[src/rtl/divider_n_bits.sv]
// Sequential unsigned divider by repeated subtraction: quotient = dividend / divisor.
// Define DIV_ABORT_EN to add an abort input that cancels a running division.
module divider_n_bits #(
  parameter int N = 8
) (
  input  logic         clk,
  input  logic         aclr_n,
  input  logic         start,
  input  logic [N-1:0] dividend,
  input  logic [N-1:0] divisor,
`ifdef DIV_ABORT_EN
  input  logic         abort,
`endif
  output logic         busy,
  output logic         done,
  output logic         div_by_zero,
  output logic [N-1:0] quotient,
  output logic [N-1:0] remainder
);

  localparam logic [1:0] ST_IDLE = 2'd0;
  localparam logic [1:0] ST_SUB  = 2'd1;
  localparam logic [1:0] ST_DONE = 2'd2;

  localparam logic [N-1:0] ONE = {{(N-1){1'b0}}, 1'b1};

  logic [1:0]   state_reg, state_next;
  logic [N-1:0] quo_reg, quo_next;
  logic [N-1:0] rem_reg, rem_next;
  logic [N-1:0] dvs_reg, dvs_next;
  logic         busy_reg, busy_next;
  logic         done_reg, done_next;
  logic         dbz_reg, dbz_next;
  logic         abort_req;

`ifdef DIV_ABORT_EN
  assign abort_req = abort;
`else
  assign abort_req = 1'b0;
`endif

  always_comb begin
    state_next = state_reg;
    quo_next   = quo_reg;
    rem_next   = rem_reg;
    dvs_next   = dvs_reg;
    busy_next  = busy_reg;
    done_next  = 1'b0;
    dbz_next   = dbz_reg;
    case (state_reg)
      ST_IDLE: begin
        if (start) begin
          rem_next = dividend;
          if (divisor == '0) begin
            // No subtraction possible: report saturated quotient immediately.
            quo_next   = '1;
            dbz_next   = 1'b1;
            done_next  = 1'b1;
            state_next = ST_DONE;
          end else begin
            quo_next   = '0;
            dvs_next   = divisor;
            dbz_next   = 1'b0;
            busy_next  = 1'b1;
            state_next = ST_SUB;
          end
        end
      end
      ST_SUB: begin
        if (abort_req) begin
          busy_next  = 1'b0;
          state_next = ST_IDLE;
        end else if (rem_reg >= dvs_reg) begin
          rem_next = rem_reg - dvs_reg;
          quo_next = quo_reg + ONE;
        end else begin
          busy_next  = 1'b0;
          done_next  = 1'b1;
          state_next = ST_DONE;
        end
      end
      ST_DONE: begin
        state_next = ST_IDLE;
      end
      default: begin
        busy_next  = 1'b0;
        state_next = ST_IDLE;
      end
    endcase
  end

  always_ff @(posedge clk or negedge aclr_n) begin
    if (!aclr_n) begin
      state_reg <= ST_IDLE;
      quo_reg   <= '0;
      rem_reg   <= '0;
      dvs_reg   <= '0;
      busy_reg  <= 1'b0;
      done_reg  <= 1'b0;
      dbz_reg   <= 1'b0;
    end else begin
      state_reg <= state_next;
      quo_reg   <= quo_next;
      rem_reg   <= rem_next;
      dvs_reg   <= dvs_next;
      busy_reg  <= busy_next;
      done_reg  <= done_next;
      dbz_reg   <= dbz_next;
    end
  end

  assign busy        = busy_reg;
  assign done        = done_reg;
  assign div_by_zero = dbz_reg;
  assign quotient    = quo_reg;
  assign remainder   = rem_reg;

endmodule

[config.mk]
export PLATFORM = sky130hd
export DESIGN_NAME = divider_n_bits
export DESIGN_NICKNAME = d
export VERILOG_FILES = /design/src/rtl/divider_n_bits.sv
export SDC_FILE = /design/constraint.sdc
export NUM_CORES = 1
export LEC_CHECK = 0
export ABC_AREA = 1
export BUFFER_PORTS_ARGS = -buffer_cell sky130_fd_sc_hd__buf_2
export CORE_MARGIN = 2
export CORE_UTILIZATION = 45
export CTS_CLUSTER_DIAMETER = 80
export CTS_CLUSTER_SIZE = 10
export DETAILED_ROUTE_END_ITERATION = 16
export PLACE_DENSITY = 0.65
export SLEW_MARGIN = 20
export SYNTH_ARGS = -nofsm -noshare
export SYNTH_HDL_FRONTEND = slang
export SYNTH_SLANG_ARGS = --single-unit
[constraint.sdc]
create_clock -name clk -period 2.28 [get_ports clk]
set_input_delay 0.456 -clock clk [delete_from_list [all_inputs] [get_ports clk]]
set_output_delay 0.456 -clock clk [all_outputs]
set_load 0.05 [all_outputs]
; Word level (Yosys, flattened, before mapping)
; Index checks and enable logic that the tools add are counted.
[word_totals]
ff_bits = 29
latch_bits = 0
mem_bits_rw = 0
mem_bits_ro = 0
in_bits = 19
output_inout_bits = 19
elab_cells = 45
memories = 0
[classes]
n_addsub = 2
n_mul = 0
div_mod_pow = 0
magnitude_cmp = 1
eq_ne = 6
shift = 0
mux = 19
bitwise = 2
n_reduce_logical = 8
[ops]
columns = operator, count
row1 = $mux W8, 5
row2 = $pmux W8 S2, 2
row3 = $add A8 B1 Y8 const B, 1
row4 = $ge A8 B8 Y1, 1
row5 = $logic_not A8 Y1, 1
row6 = $ne A2 B2 Y1 const B, 4
row7 = $sub A8 B8 Y8, 1
row8 = $mux W1, 6
row9 = $mux W2, 3
row10 = $reduce_and A3 Y1, 2
row11 = $pmux W2 S2, 1
row12 = $reduce_and A2 Y1, 2
row13 = $reduce_and A4 Y1, 1
row14 = $pmux W1 S3, 1
row15 = $eq A2 B1 Y1 const B, 1
row16 = $eq A2 B2 Y1 const B, 1
row17 = $logic_not A2 Y1, 1
row18 = $not A1 Y1, 2
row19 = $pmux W1 S2, 1
row20 = $reduce_bool A2 Y1, 1

; Logic depth before layout (Yosys ltp)
; Gate-level depths: netlist of run 1.
[depth]
word_depth = 4
mapped_depth = 13

; Worst setup path after synthesis of run 1
; Ideal clock, no wire load.
[synth_path]
path_type = flip-flop to flip-flop
from = reg rem_reg[0], in the netlist remainder[0]
to = reg quo_reg[5], in the netlist quotient[5]
setup_ps = 120
arrival_ps = 2022
slack_ps = 138
path_stages_with_launch = 14
period_less_slack_ps = 2142
cell_sequence = dfrtp_1 -> inv_1 -> ha_1 -> inv_1 -> fa_1 -> nand2_1 -> nand2_1 -> nand3_2 -> nand3_2 -> nand2_4 -> nand2_4 -> buf_8 -> nand2_1 -> o21ai_2
[synth_via]
elab_chain_cells = 3
[synth_rtl]
columns = element, line
row1 = start: declaration, 29  ; logic [N-1:0] rem_reg, rem_next;
row2 = start signal: assignment, 104  ; rem_reg <= rem_next;
row3 = $ge A8 B8 Y1, 73  ; end else if (rem_reg >= dvs_reg) begin
row4 = $ne A2 B2 Y1 (no line), --
row5 = $reduce_and A3 Y1 (no line), --
row6 = end signal: assignment, 103  ; quo_reg <= quo_next;
row7 = end: declaration, 28  ; logic [N-1:0] quo_reg, quo_next;
; No other way between the ends.
; A chain may end at the register's enable or synchronous reset.

; Final worst setup path of run 1
[layout_path]
from = reg rem_reg[0], in the netlist remainder[0]
to = reg quo_reg[7], in the netlist quotient[7]
; Same word-level chain as after synthesis.

==> results_dict.tcl, run 1 <==
set metrics [dict create \
    coreArea_um2 4000 \
    fillers 413 \
    clk_path_buf_depth 2 \
    p_total_mw 3.66 \
    clock_latency_ps 280 \
    portBuffers 37 \
    grt_max_degree 30 \
    die_h_um 68.7 \
    hold_violations 0 \
    cp_max_fo 21 \
    yosys_warnings 0 \
    htreeDepth 2 \
    multiInputGateArea_um2 988 \
    cp_common_cell "nand2_1" \
    row_count 23 \
    num_vias 1746 \
    cts_buffers 5 \
    clk_pin_slew_ps 70 \
    skew_ps 7.05 \
    wirelength_mm 4.37 \
    first_global_vias 1500 \
    timing.hold.ws_ps 194 \
    drv_slew 0 \
    cts.sinks 29 \
    vias_per_cell 5.02 \
    wl_per_cell_um 12.6 \
    syn_inst 256 \
    fp.dieArea_um2 4710 \
    fin_tns_setup_ps 0 \
    nets 326 \
    grt_pass1_wl_mm 7.03 \
    synth_cell_types 30 \
    cp_slowest_cell "fa_1" \
    cp-end-kind "flip-flop" \
    placedCellCount 340 \
    start_util 0.470 \
    io_pins 38 \
    avgSynthCellArea_um2 7.35 \
    place_congestion 0.836 \
    hold_buffers 0 \
    area_growth_pct 18.2 \
    cts_tree "yes" \
    cp.arrival_ps 2230 \
    p_leak_nw 1.24 \
    synth_seq_cells 29 \
    path_cells "inv_1, ha_1, inv_1, fa_1, nand2_1, nand2_1, nand3_2, nand3_2, nand2_4, nand2_4, nand2_1, o21ai_2" \
    synth_enable_flop_cells 0 \
    grt_usage 0.203 \
    finish.utilization 0.556 \
    required_ps 2450 \
    register_area_um2 726 \
    antennaDiodeCount 0 \
    p_per_area_nw_per_um2 1650 \
    postRouteAntennaNets 0 \
    antenna_found_initial 0 \
    max-cap-violations 0 \
    setup_viol 0 \
    post_cts_resized 0 \
    drtIter0Drc 83 \
    tightestPinTransition_ps 645 \
    status "completed" \
    ir_worst_vdd_mv 0.718 \
    die_w_um 68.7 \
    final.min_clock_period_ps 2060 \
    synth_area_um2 1880 \
    worstSetupStartpointType "flip-flop" \
    dr.pass1.iters 4 \
    rsz0062_at_grt "false" \
    clockRootBuffer "clkbuf_8" \
    crit_buf_inv 2 \
    min_period_over_period 0.903 \
    drive_gt1_frac 0.221 \
    synth_nets 285 \
    grt_overflow_total 0 \
    fmax_mhz 486 \
    slowest_delay_ps 400 \
    cp_top_family "simple AND/OR/NAND/NOR gates" \
    hp-class "in -> async" \
    remaining_drc_errors 0 \
    dpl.hpwl_mm 3.28 \
    critical_path_class "reg -> reg" \
    synthArstFlopShare 1.00 \
    instances_no_fill 348 \
    postCtsSetupBuffers 0 \
    slew_headroom 0.570 \
    seq_area_frac_synth 0.386 \
    synth-main-ff-cell "dfrtp_1" \
]
## Yosys cell counts, types with 3 or more instances
cell type / count / area share
nand2_2: 3 / 0.010
dfrtp_1: 29 / 0.39
ha_1: 9 / 0.060
nand3_2: 3 / 0.016
inv_1: 31 / 0.062
o21ai_0: 16 / 0.043
nand2_1: 93 / 0.19
o21ai_2: 5 / 0.023
nand3_1: 24 / 0.064
nor2_1: 13 / 0.026
nand4_1: 4 / 0.013
## stage by stage
step           cell area [µm²]  setup slack, ps
2_1_floorplan             1880              138
3_3_place_gp              2110              315
3_5_place_dp              2110              240
4_1_cts                   2220              224
5_1_grt                   2220             61.2
6_report                  2220              221
## final cells by class
class                           instances  share of cell area
Multi-Input combinational cell        189               0.444
Sequential cell                        29               0.326
Timing Repair Buffer                   41              0.0967
Inverter                               31              0.0523
Clock buffer                            7              0.0388
Tap cell                               50              0.0281
Clock inverter                          1              0.0135
## cell families (layout without fill, tap and decap cells)
logic type      after synthesis  count (layout)  synth area share
buf+inv                      38              80            0.0891
simple gates                150             150             0.360
flops                        29              29             0.386
compound gates               26              26            0.0804
fa+ha+maj                    10              10            0.0705
xor+xnor                      3               3            0.0140
## routing by layer
| layer | global-route usage | wire length (µm) | share of wire | up-vias |
|---|---|---|---|---|
| met5 | 0 | 0 | 0 | - |
| met4 | 0.0600 | 55 | 0.013 | 0 |
| met3 | 0.0438 | 205 | 0.047 | 6 |
| met2 | 0.326 | 2010 | 0.46 | 43 |
| met1 | 0.275 | 2100 | 0.48 | 802 |
| li1 | - | - | - | 895 |
## power by group
group	total [mW]	switching, mW	internal, mW
combinational	2.27	1.53	0.738
clock	0.558	0.202	0.356
sequential	0.831	0.129	0.701
## placed cells by master, fill, tap and decap left out
cell	n
a21oi_1	2
and2_1	1
buf_2	37
buf_4	4
bufinv_16	1
clkbuf_1	1
clkbuf_8	6
dfrtp_1	29
fa_1	1
ha_1	9
inv_1	31
nand2_1	93
nand2_2	3
nand2_4	2
nand3_1	24
nand3_2	3
nand3b_1	1
nand4_1	4
nor2_1	13
nor2_2	1
nor2_4	2
o21ai_0	16
o21ai_1	1
o21ai_2	5
o22ai_1	2
or2_0	1
or2_2	1
or2_4	1
xnor2_1	2
xor2_1	1
## path summary, 6_finish.rpt
| kind | start | to | slack (ps) | cells past startpoint |
|---|---|---|---|---|
| max in group asynchronous | aclr_n | dvs_reg[6] | 1660 | 1 |
| hold / removal | aclr_n | remainder[3] | 190 | 1 |
| setup reg to reg | remainder[0] | quotient[7] | 220 | 12 |
| setup / recovery | remainder[0] | quotient[7] | 220 | 12 |
| hold reg to reg | busy | busy | 480 | 2 |
| min in group clk | divisor[3] | dvs_reg[3] | 400 | 3 |
(Power assumes the default switching activity.)
==> run 2: changes to the inputs <==
Clock period 2.28 ns to 1.9 ns, I/O delays scaled along.
==> run 2 against run 1 <==
  * Non-clock buffer count rose by 11
  * Critical path depth did not move
  * Register-to-register slack got worse by 160 ps
  * Clock-buffer cell count rose by 1
  * Clock skew fell by 1.5 ps
  * Clock power fell by 3.8%
  * Die area did not move
  * Largest cell class unchanged
==> results_dict.tcl, run 2 (synthesis results as in run 1) <==
set metrics [dict create \
    grt_usage 0.214 \
    portBuffers 37 \
    grt_pass1_wl_mm 7.38 \
    multiInputGateArea_um2 1060 \
    max-cap-violations 0 \
    htreeDepth 2 \
    antenna_found_initial 0 \
    die_w_um 68.7 \
    status "completed" \
    critical_path_class "reg -> reg" \
    hold_buffers 0 \
    finish.utilization 0.596 \
    required_ps 2070 \
    ir_worst_vdd_mv 0.790 \
    vias_per_cell 4.90 \
    start_util 0.470 \
    final_common_cell "nand2_1" \
    row_count 23 \
    antennaDiodeCount 0 \
    placed_area_um2 2190 \
    dpl.hpwl_mm 3.38 \
    rsz0062_at_grt "true" \
    nets 338 \
    cts.sinks 29 \
    register_area_um2 727 \
    fmax_mhz 545 \
    drv_slew 0 \
    grt_max_degree 30 \
    final.min_clock_period_ps 1830 \
    cp-end-kind "flip-flop" \
    coreArea_um2 4000 \
    p_total_mw 4.83 \
    p_per_area_nw_per_um2 2030 \
    hold_violations 0 \
    remaining_drc_errors 0 \
    layout_common_cells "nand2_1 (86), buf_2 (37), inv_1 (29), dfrtp_1 (28), nand3_1 (24)" \
    clk_pin_slew_ps 70 \
    fin_tns_setup_ps 0 \
    fin_area_um2 2380 \
    wirelength_mm 4.57 \
    slew_headroom 0.568 \
    drtIter0Drc 84 \
    clock_latency_ps 280 \
    cp.arrival_ps 2000 \
    first_global_vias 1588 \
    rrSetupSlack_ps 70 \
    fp.dieArea_um2 4710 \
    skew_ps 5.51 \
    min_period_over_period 0.965 \
    io_pins 38 \
    p_leak_nw 1.30 \
    fillers 380 \
    grt_overflow_total 0 \
    dr.pass1.iters 4 \
    drive_gt1_frac 0.294 \
    worstSetupStartpointType "flip-flop" \
    postRouteAntennaNets 0 \
    setup_viol 0 \
    timing.hold.ws_ps 111 \
    die_h_um 68.7 \
    clockRootBuffer "clkbuf_8" \
    cp_max_fo 3 \
    tightestPinTransition_ps 648 \
    clk_path_buf_depth 2 \
    hp-class "in -> async" \
    cts_tree "yes" \
    wl_per_cell_um 12.7 \
    cts_buffers 5 \
    num_vias 1765 \
    area_growth_pct 26.6 \
    place_congestion 0.890 \
]
==> run 2: worst paths after layout <==
kind | start | endpoint | cells past startpoint
max | remainder[0] | remainder[4] | 12
min | aclr_n | remainder[3] | 1
max reg2reg | remainder[0] | remainder[4] | 12
min reg2reg | div_by_zero | div_by_zero | 2
max in group asynchronous | aclr_n | remainder[0] | 1
min in group clk | divisor[7] | dvs_reg[7] | 3
==> run 2: final cells by class <==
cell class | count | area share
Sequential cell | 29 | 0.305
Multi-Input combinational cell | 190 | 0.446
Tap cell | 50 | 0.0263
Inverter | 31 | 0.0488
Timing Repair Buffer | 52 | 0.136
Clock buffer | 8 | 0.0378
==> run 2: critical path, cell delays in order, from the launching register on <==
cell     delay (ps)
dfrtp_2         410
inv_2            80
ha_4            120
inv_2            40
fa_2            340
nand2_2          70
nand2_2          60
and2_4          140
or2_0           190
nand3_1          70
nand2_1          70
nand2_1          70
nand2_1          60
==> run 2: routing by layer <==
| metal | routed length, µm | share of wire | up-vias | GRT usage |
|---|---|---|---|---|
| met5 | 0 | 0 | - | 0 |
| met4 | 62 | 0.014 | 0 | 0.0600 |
| met3 | 223 | 0.049 | 5 | 0.0455 |
| met2 | 2120 | 0.46 | 37 | 0.347 |
| met1 | 2170 | 0.47 | 798 | 0.287 |
| li1 | - | - | 925 | - |
==> run 2: through the flow <==
stage | setup WS, ps | instances
final | 65.6 | 360
after global routing | -60.5 | 360
after CTS | -23.4 | 356
after detailed placement | -8.31 | 348
after global placement | 46.6 | 348
after floorplan | -55.9 | 256
==> run 2: what timing repair did <==
action                                  CTS  global route
pin swaps                                 0             4
gates cloned                              0             2
endpoints found under the setup margin    6            17
setup buffers                             0             2
hold endpoints to repair                  0             0
gates resized for setup                   0            10
==> run 2: power by group <==
part / switching, mW / internal [mW]
clock network: 0.242 / 0.295
logic: 2.05 / 1.24
registers: 0.151 / 0.844
total: 2.45 / 2.38
